### config.mk
export PLATFORM = sky130hd
export DESIGN_NAME = reg_exec_seq
export DESIGN_NICKNAME = d
export VERILOG_FILES = /design/src/rtl/reg_exec_seq.sv
export SDC_FILE = /design/constraint.sdc
export NUM_CORES = 1
export LEC_CHECK = 0
export ABC_AREA = 1
export ABC_CLOCK_PERIOD_IN_PS = 4400
export CELL_PAD_IN_SITES_DETAIL_PLACEMENT = 0
export CELL_PAD_IN_SITES_GLOBAL_PLACEMENT = 1
export CORE_MARGIN = 2
export CORE_UTILIZATION = 38
export DETAILED_ROUTE_END_ITERATION = 16
export GPL_ROUTABILITY_DRIVEN = 0
export PLACE_DENSITY_LB_ADDON = 0.1
export SETUP_SLACK_MARGIN = 0.02
export SLEW_MARGIN = 10
export SYNTH_ARGS = -nofsm -noshare
export SYNTH_HDL_FRONTEND = slang
export SYNTH_SLANG_ARGS = --single-unit
### constraint.sdc
create_clock -name clk -period 4.4 [get_ports clk]
set_input_delay 0.88 -clock clk [delete_from_list [all_inputs] [get_ports clk]]
set_output_delay 0.88 -clock clk [all_outputs]
set_load 0.05 [all_outputs]
### src/rtl/reg_exec_seq.sv
// reg_exec_seq: three-cycle instruction sequencer in front of an 8x8 register file.
// An instruction is accepted in IDLE, its operands are read in READ, and the
// result is written back in WB. Zero and carry flags are kept here.
// Optional build macro SEQ_SHIFT_OPS_EN adds SHL (opcode 8) and SHR (opcode 9);
// when it is not defined those opcodes are illegal and no shifter is built.
module reg_exec_seq #(
   parameter int ILLEGAL_AS_NOP = 1,
   parameter int DATA_W         = 8,
   parameter int ADDR_W         = 3
) (
   input  logic              clk,
   input  logic              rst,
   input  logic              instr_valid,
   output logic              instr_ready,
   input  logic [15:0]       instr,
   output logic [ADDR_W-1:0] rf_read_reg1,
   output logic [ADDR_W-1:0] rf_read_reg2,
   input  logic [DATA_W-1:0] rf_read_data1,
   input  logic [DATA_W-1:0] rf_read_data2,
   output logic              rf_reg_write,
   output logic [ADDR_W-1:0] rf_write_reg,
   output logic [DATA_W-1:0] rf_write_data,
   output logic              flag_zero,
   output logic              flag_carry,
   output logic              done,
   output logic              illegal,
   output logic              halted
);

   localparam logic [3:0] OP_NOP = 4'd0;
   localparam logic [3:0] OP_LDI = 4'd1;
   localparam logic [3:0] OP_MOV = 4'd2;
   localparam logic [3:0] OP_ADD = 4'd3;
   localparam logic [3:0] OP_SUB = 4'd4;
   localparam logic [3:0] OP_AND = 4'd5;
   localparam logic [3:0] OP_OR  = 4'd6;
   localparam logic [3:0] OP_XOR = 4'd7;
`ifdef SEQ_SHIFT_OPS_EN
   localparam logic [3:0] OP_SHL = 4'd8;
   localparam logic [3:0] OP_SHR = 4'd9;
`endif

   typedef enum logic [1:0] {S_IDLE, S_READ, S_WB, S_HALT} state_t;

   state_t            state;
   logic [3:0]        op_q;
   logic [ADDR_W-1:0] rd_q;
   logic [DATA_W-1:0] imm_q;

   logic [DATA_W-1:0] alu_res;
   logic              alu_carry;
   logic              alu_wr;
   logic              alu_ill;
   logic [DATA_W:0]   sum;
   logic [DATA_W:0]   diff;

   // ALU: result, next carry (defaults to the current one), write/illegal decode
   always_comb begin
      alu_res   = '0;
      alu_carry = flag_carry;
      alu_wr    = 1'b0;
      alu_ill   = 1'b0;
      sum       = {1'b0, rf_read_data1} + {1'b0, rf_read_data2};
      // the ninth bit of a widened subtraction is the borrow (rs1 < rs2)
      diff      = {1'b0, rf_read_data1} - {1'b0, rf_read_data2};
      case (op_q)
         OP_NOP: ;
         OP_LDI: begin alu_res = imm_q;         alu_wr = 1'b1; end
         OP_MOV: begin alu_res = rf_read_data1; alu_wr = 1'b1; end
         OP_ADD: begin
            alu_res = sum[DATA_W-1:0]; alu_carry = sum[DATA_W]; alu_wr = 1'b1;
         end
         OP_SUB: begin
            alu_res = diff[DATA_W-1:0]; alu_carry = diff[DATA_W]; alu_wr = 1'b1;
         end
         OP_AND: begin
            alu_res = rf_read_data1 & rf_read_data2; alu_carry = 1'b0; alu_wr = 1'b1;
         end
         OP_OR: begin
            alu_res = rf_read_data1 | rf_read_data2; alu_carry = 1'b0; alu_wr = 1'b1;
         end
         OP_XOR: begin
            alu_res = rf_read_data1 ^ rf_read_data2; alu_carry = 1'b0; alu_wr = 1'b1;
         end
`ifdef SEQ_SHIFT_OPS_EN
         OP_SHL: begin
            alu_res   = {rf_read_data1[DATA_W-2:0], 1'b0};
            alu_carry = rf_read_data1[DATA_W-1];
            alu_wr    = 1'b1;
         end
         OP_SHR: begin
            alu_res   = {1'b0, rf_read_data1[DATA_W-1:1]};
            alu_carry = rf_read_data1[0];
            alu_wr    = 1'b1;
         end
`endif
         default: alu_ill = 1'b1;
      endcase
   end

   // Sequencer FSM with all outputs registered
   always_ff @(posedge clk) begin
      if (rst) begin
         state         <= S_IDLE;
         op_q          <= '0;
         rd_q          <= '0;
         imm_q         <= '0;
         instr_ready   <= 1'b1;
         rf_read_reg1  <= '0;
         rf_read_reg2  <= '0;
         rf_reg_write  <= 1'b0;
         rf_write_reg  <= '0;
         rf_write_data <= '0;
         flag_zero     <= 1'b0;
         flag_carry    <= 1'b0;
         done          <= 1'b0;
         illegal       <= 1'b0;
         halted        <= 1'b0;
      end else begin
         case (state)
            S_IDLE: begin
               if (instr_valid) begin
                  op_q         <= instr[15:12];
                  rd_q         <= instr[11:9];
                  imm_q        <= instr[7:0];
                  rf_read_reg1 <= instr[8:6];
                  rf_read_reg2 <= instr[5:3];
                  instr_ready  <= 1'b0;
                  state        <= S_READ;
               end
            end
            S_READ: begin
               rf_write_data <= alu_res;
               rf_write_reg  <= rd_q;
               rf_reg_write  <= alu_wr;
               if (alu_wr) flag_zero <= (alu_res == '0);
               flag_carry    <= alu_carry;
               done          <= 1'b1;
               illegal       <= alu_ill;
               state         <= S_WB;
            end
            S_WB: begin
               rf_reg_write <= 1'b0;
               done         <= 1'b0;
               illegal      <= 1'b0;
               if (illegal && ILLEGAL_AS_NOP == 0) begin
                  halted <= 1'b1;
                  state  <= S_HALT;
               end else begin
                  instr_ready <= 1'b1;
                  state       <= S_IDLE;
               end
            end
            default: ; // HALT: only reset leaves
         endcase
      end
   end

endmodule

==> flow_summary.json <==
{
  "setup_viol": 0,
  "num_io_pins": 59,
  "sw_frac_of_total_pct": 49.65,
  "critPathLaunch": "rf_read_data1[1]",
  "yosysSeqAreaShare_pct": 25.77,
  "synth-simple-area-share_pct": 33.55,
  "cts_tree": "built",
  "initial_utilization_pct": 39.58,
  "placed_area_um2": 3302,
  "ff2ff_path_depth": 11,
  "rsz0062_at_grt": "no",
  "crit_chain": "clkdlybuf4s50_1 -> inv_1 -> fa_1 -> o21ai_0 -> nand3_1 -> nand2_1 -> nor2_1 -> nor2_1 -> nand2_1 -> nor2_1 -> nand3_1 -> a21oi_1",
  "cp-start-kind": "primary input",
  "globalRoute.totalOverflow": 0,
  "reg2reg_to": "flag_zero$_SDFFE_PP0P_",
  "final_common_cell": "nand2_1",
  "ctsHoldBuffers": 0,
  "yosys.area_share.xor_xnor_pct": 0.3221,
  "drive_above_1_share_pct": 1.663,
  "htree_levels": 2,
  "synth_mux_area_share_pct": 0,
  "grt_pass1_vias": 2615,
  "largest-register": "rf_write_data",
  "synth_seq_cells": 35,
  "critPathMaxFanout": 5,
  "synth_fa_ha_area_share_pct": 13.90,
  "clock_path_buffers": 2,
  "die_area_um2": 7847,
  "fin_skew_ns": 0.008799,
  "dpl.hpwl_mm": 6.118,
  "relSlewSlack_pct": 36.42,
  "avgSynthCellArea_um2": 6.222,
  "whs_ns": 0.4651,
  "grt_pass1_wl_mm": 12.52,
  "io_buffers": 57,
  "syn-cell-area_um2": 2719,
  "via_count": 2850,
  "cp_data_required_time_ns": 4.61,
  "synthCells": 437,
  "synth_edf_count": 0,
  "die_width_um": 88.59,
  "leakagePower_nw": 1.644,
  "core_area_um2": 6869,
  "fmax_ghz": 0.3372,
  "via_per_inst": 4.939,
  "synth_top_family_by_area": "simple AND/OR/NAND/NOR gates",
  "first_pass_iters": 4,
  "area_delta_synth_final_pct": 24.44,
  "synth-compound-area-share_pct": 13.12,
  "rr_startpoint": "op_q[2]$_SDFFE_PP0P_",
  "cts.sinks": 35,
  "fin_util_pct": 49.25,
  "drc": 0,
  "cp_slowest_stage_delay_ns": 0.62,
  "num-fill-cells": 738,
  "synthFlopType": "dfxtp_1",
  "crit_top_cell": "nor2_1",
  "cts_root_buf": "clkbuf_8",
  "fin_nets": 544,
  "drv_cap": 0,
  "arrival_ns": 3.17,
  "post_cts_resized": 0,
  "grt_use_total_pct": 20.41,
  "clk_pin_slew_ns": 0.07,
  "hold_viol": 0,
  "reg.largest.list": "rf_write_data: 8 flops, imm_q: 4 flops, op_q: 4 flops",
  "tns_ns": 0,
  "dr.first_iter.drc_count": 160,
  "yosysWarnings": 0,
  "p_comb_share_pct": 57.9,
  "min_period_ns": 2.965,
  "grt_antenna_before_repair": 0,
  "worst_pin_slew_ns": 0.9501,
  "power_switching_w": 0.0008320,
  "antenna_cells": 0,
  "hp-class": "reg2reg",
  "rows": 30,
  "p_clk_share_pct": 13.1,
  "peakVddDrop_v": 0.0003531,
  "synth_nets": 501,
  "wl_per_cell_um": 13.65,
  "status": "complete, no violations",
  "internal_power_w": 0.0008436,
  "post-route-period-util_pct": 67.39,
  "die_h_um": 88.59,
  "crit_end": "flag_zero$_SDFFE_PP0P_",
  "cts_setup_buffers": 0,
  "cts_made_buffers": 5,
  "multi_input_area_um2": 1659,
  "power_density_nw_per_um2": 495.2,
  "grt_max_degree": 27,
  "design_area_um2": 3383,
  "wirelength_mm": 7.878,
  "insertion_delay_ns": 0.28,
  "final-max-slew-violation-count": 0,
  "largest_reg_flops": 8,
  "drt.antenna.violating_nets": 0,
  "cp_slowest_cell": "clkdlybuf4s50_1",
  "synthArstFlopShare_pct": 0,
  "power_frac_seq_pct": 29.0,
  "seq_area_um2": 700.7,
  "r2r_setup_slack_ns": 2.06,
  "endpoint_kind": "flip-flop",
  "critical_path_class": "in2reg",
  "most-common-layout-cells": "nand2_1, nor2_1, inv_1, clkdlybuf4s50_1, nand3_1",
  "yosys.cell_types.count": 26
}
cells in the mapped netlist, types with 4 or more instances:
cell type	number	area (µm²)
nand2_1	85	319.1
nor2_1	71	266.5
inv_1	65	244.0
nand3_1	51	255.2
dfxtp_1	35	700.7
o21ai_0	34	170.2
ha_1	27	337.8
a21oi_1	22	110.1
buf_2	8	40.04
clkbuf_1	7	26.28
buf_4	6	45.04
o211ai_1	6	45.04
nand4_1	4	25.02
power by group through the flow:
stage	clock (W)	combinational (W)	sequential (W)
2_1_floorplan	0	0.000512	0.000663
3_3_place_gp	0	0.000968	0.000490
3_5_place_dp	0	0.000972	0.000492
4_1_cts	0.000227	0.000977	0.000486
5_1_grt	0.000240	0.00107	0.000499
6_report	0.000220	0.000970	0.000485
per-stage QoR:
| stage | std cells | total power, W | setup slack [ns] |
|---|---|---|---|
| after CTS | 577 | 0.001690 | 1.436 |
| after floorplan | 437 | 0.001175 | 1.995 |
| final | 577 | 0.001676 | 1.435 |
| after global placement | 569 | 0.001459 | 1.215 |
| after global routing | 577 | 0.001804 | 1.169 |
| after detailed placement | 569 | 0.001465 | 1.152 |
area by class of cell:
class | count | area share, %
clock buffers | 7 | 2.256
repair buffers | 58 | 17.09
multi-input cells | 315 | 49.04
well taps | 96 | 3.550
inverters | 65 | 7.212
flip-flops and latches | 35 | 20.71
clock inverters | 1 | 0.1479
worst max-delay path: cells and delay by family:
kind | cells | cell delay (ns)
AOI/OAI and AO/OA | 2 | 0.38
adders and majority gates | 1 | 0.51
buffers and inverters | 2 | 0.77
and+or+nand+nor | 7 | 0.63
logic make-up after synthesis:
logic type,count (synthesis)
AND/OR/NAND/NOR,218
AO/OA/AOI/OAI,66
adder cells (fa/ha/maj),29
buffers and inverters,87
XOR/XNOR,1
other,1
flip-flops,35
layer usage:
| layer | up-vias | part of all wire, % | global-route usage (%) |
|---|---|---|---|
| met5 | - | 0 | 0 |
| met3 | 10 | 5.1 | 3.078 |
| met4 | 0 | 1.1 | 3.444 |
| met2 | 84 | 45 | 34.31 |
| li1 | 1470 | - | - |
| met1 | 1286 | 48 | 28.20 |
how the worst min path moves through the flow:
stage / startpoint / end / slack, ns / depth (start not counted)
floorplan: rd_q[0]$_SDFFE_PP0P_ / rd_q[0]$_SDFFE_PP0P_ / 0.46 / 2
global placement: rf_reg_write$_SDFFE_PP0N_ / rf_reg_write$_SDFFE_PP0N_ / 0.45 / 2
detailed placement: flag_zero$_SDFFE_PP0P_ / flag_zero$_SDFFE_PP0P_ / 0.46 / 2
CTS: done$_SDFFE_PP0N_ / done$_SDFFE_PP0N_ / 0.47 / 2
global route: done$_SDFFE_PP0N_ / done$_SDFFE_PP0N_ / 0.49 / 2
finish: done$_SDFFE_PP0N_ / done$_SDFFE_PP0N_ / 0.47 / 2
No activity file was read; power rests on OpenSTA's default activity.
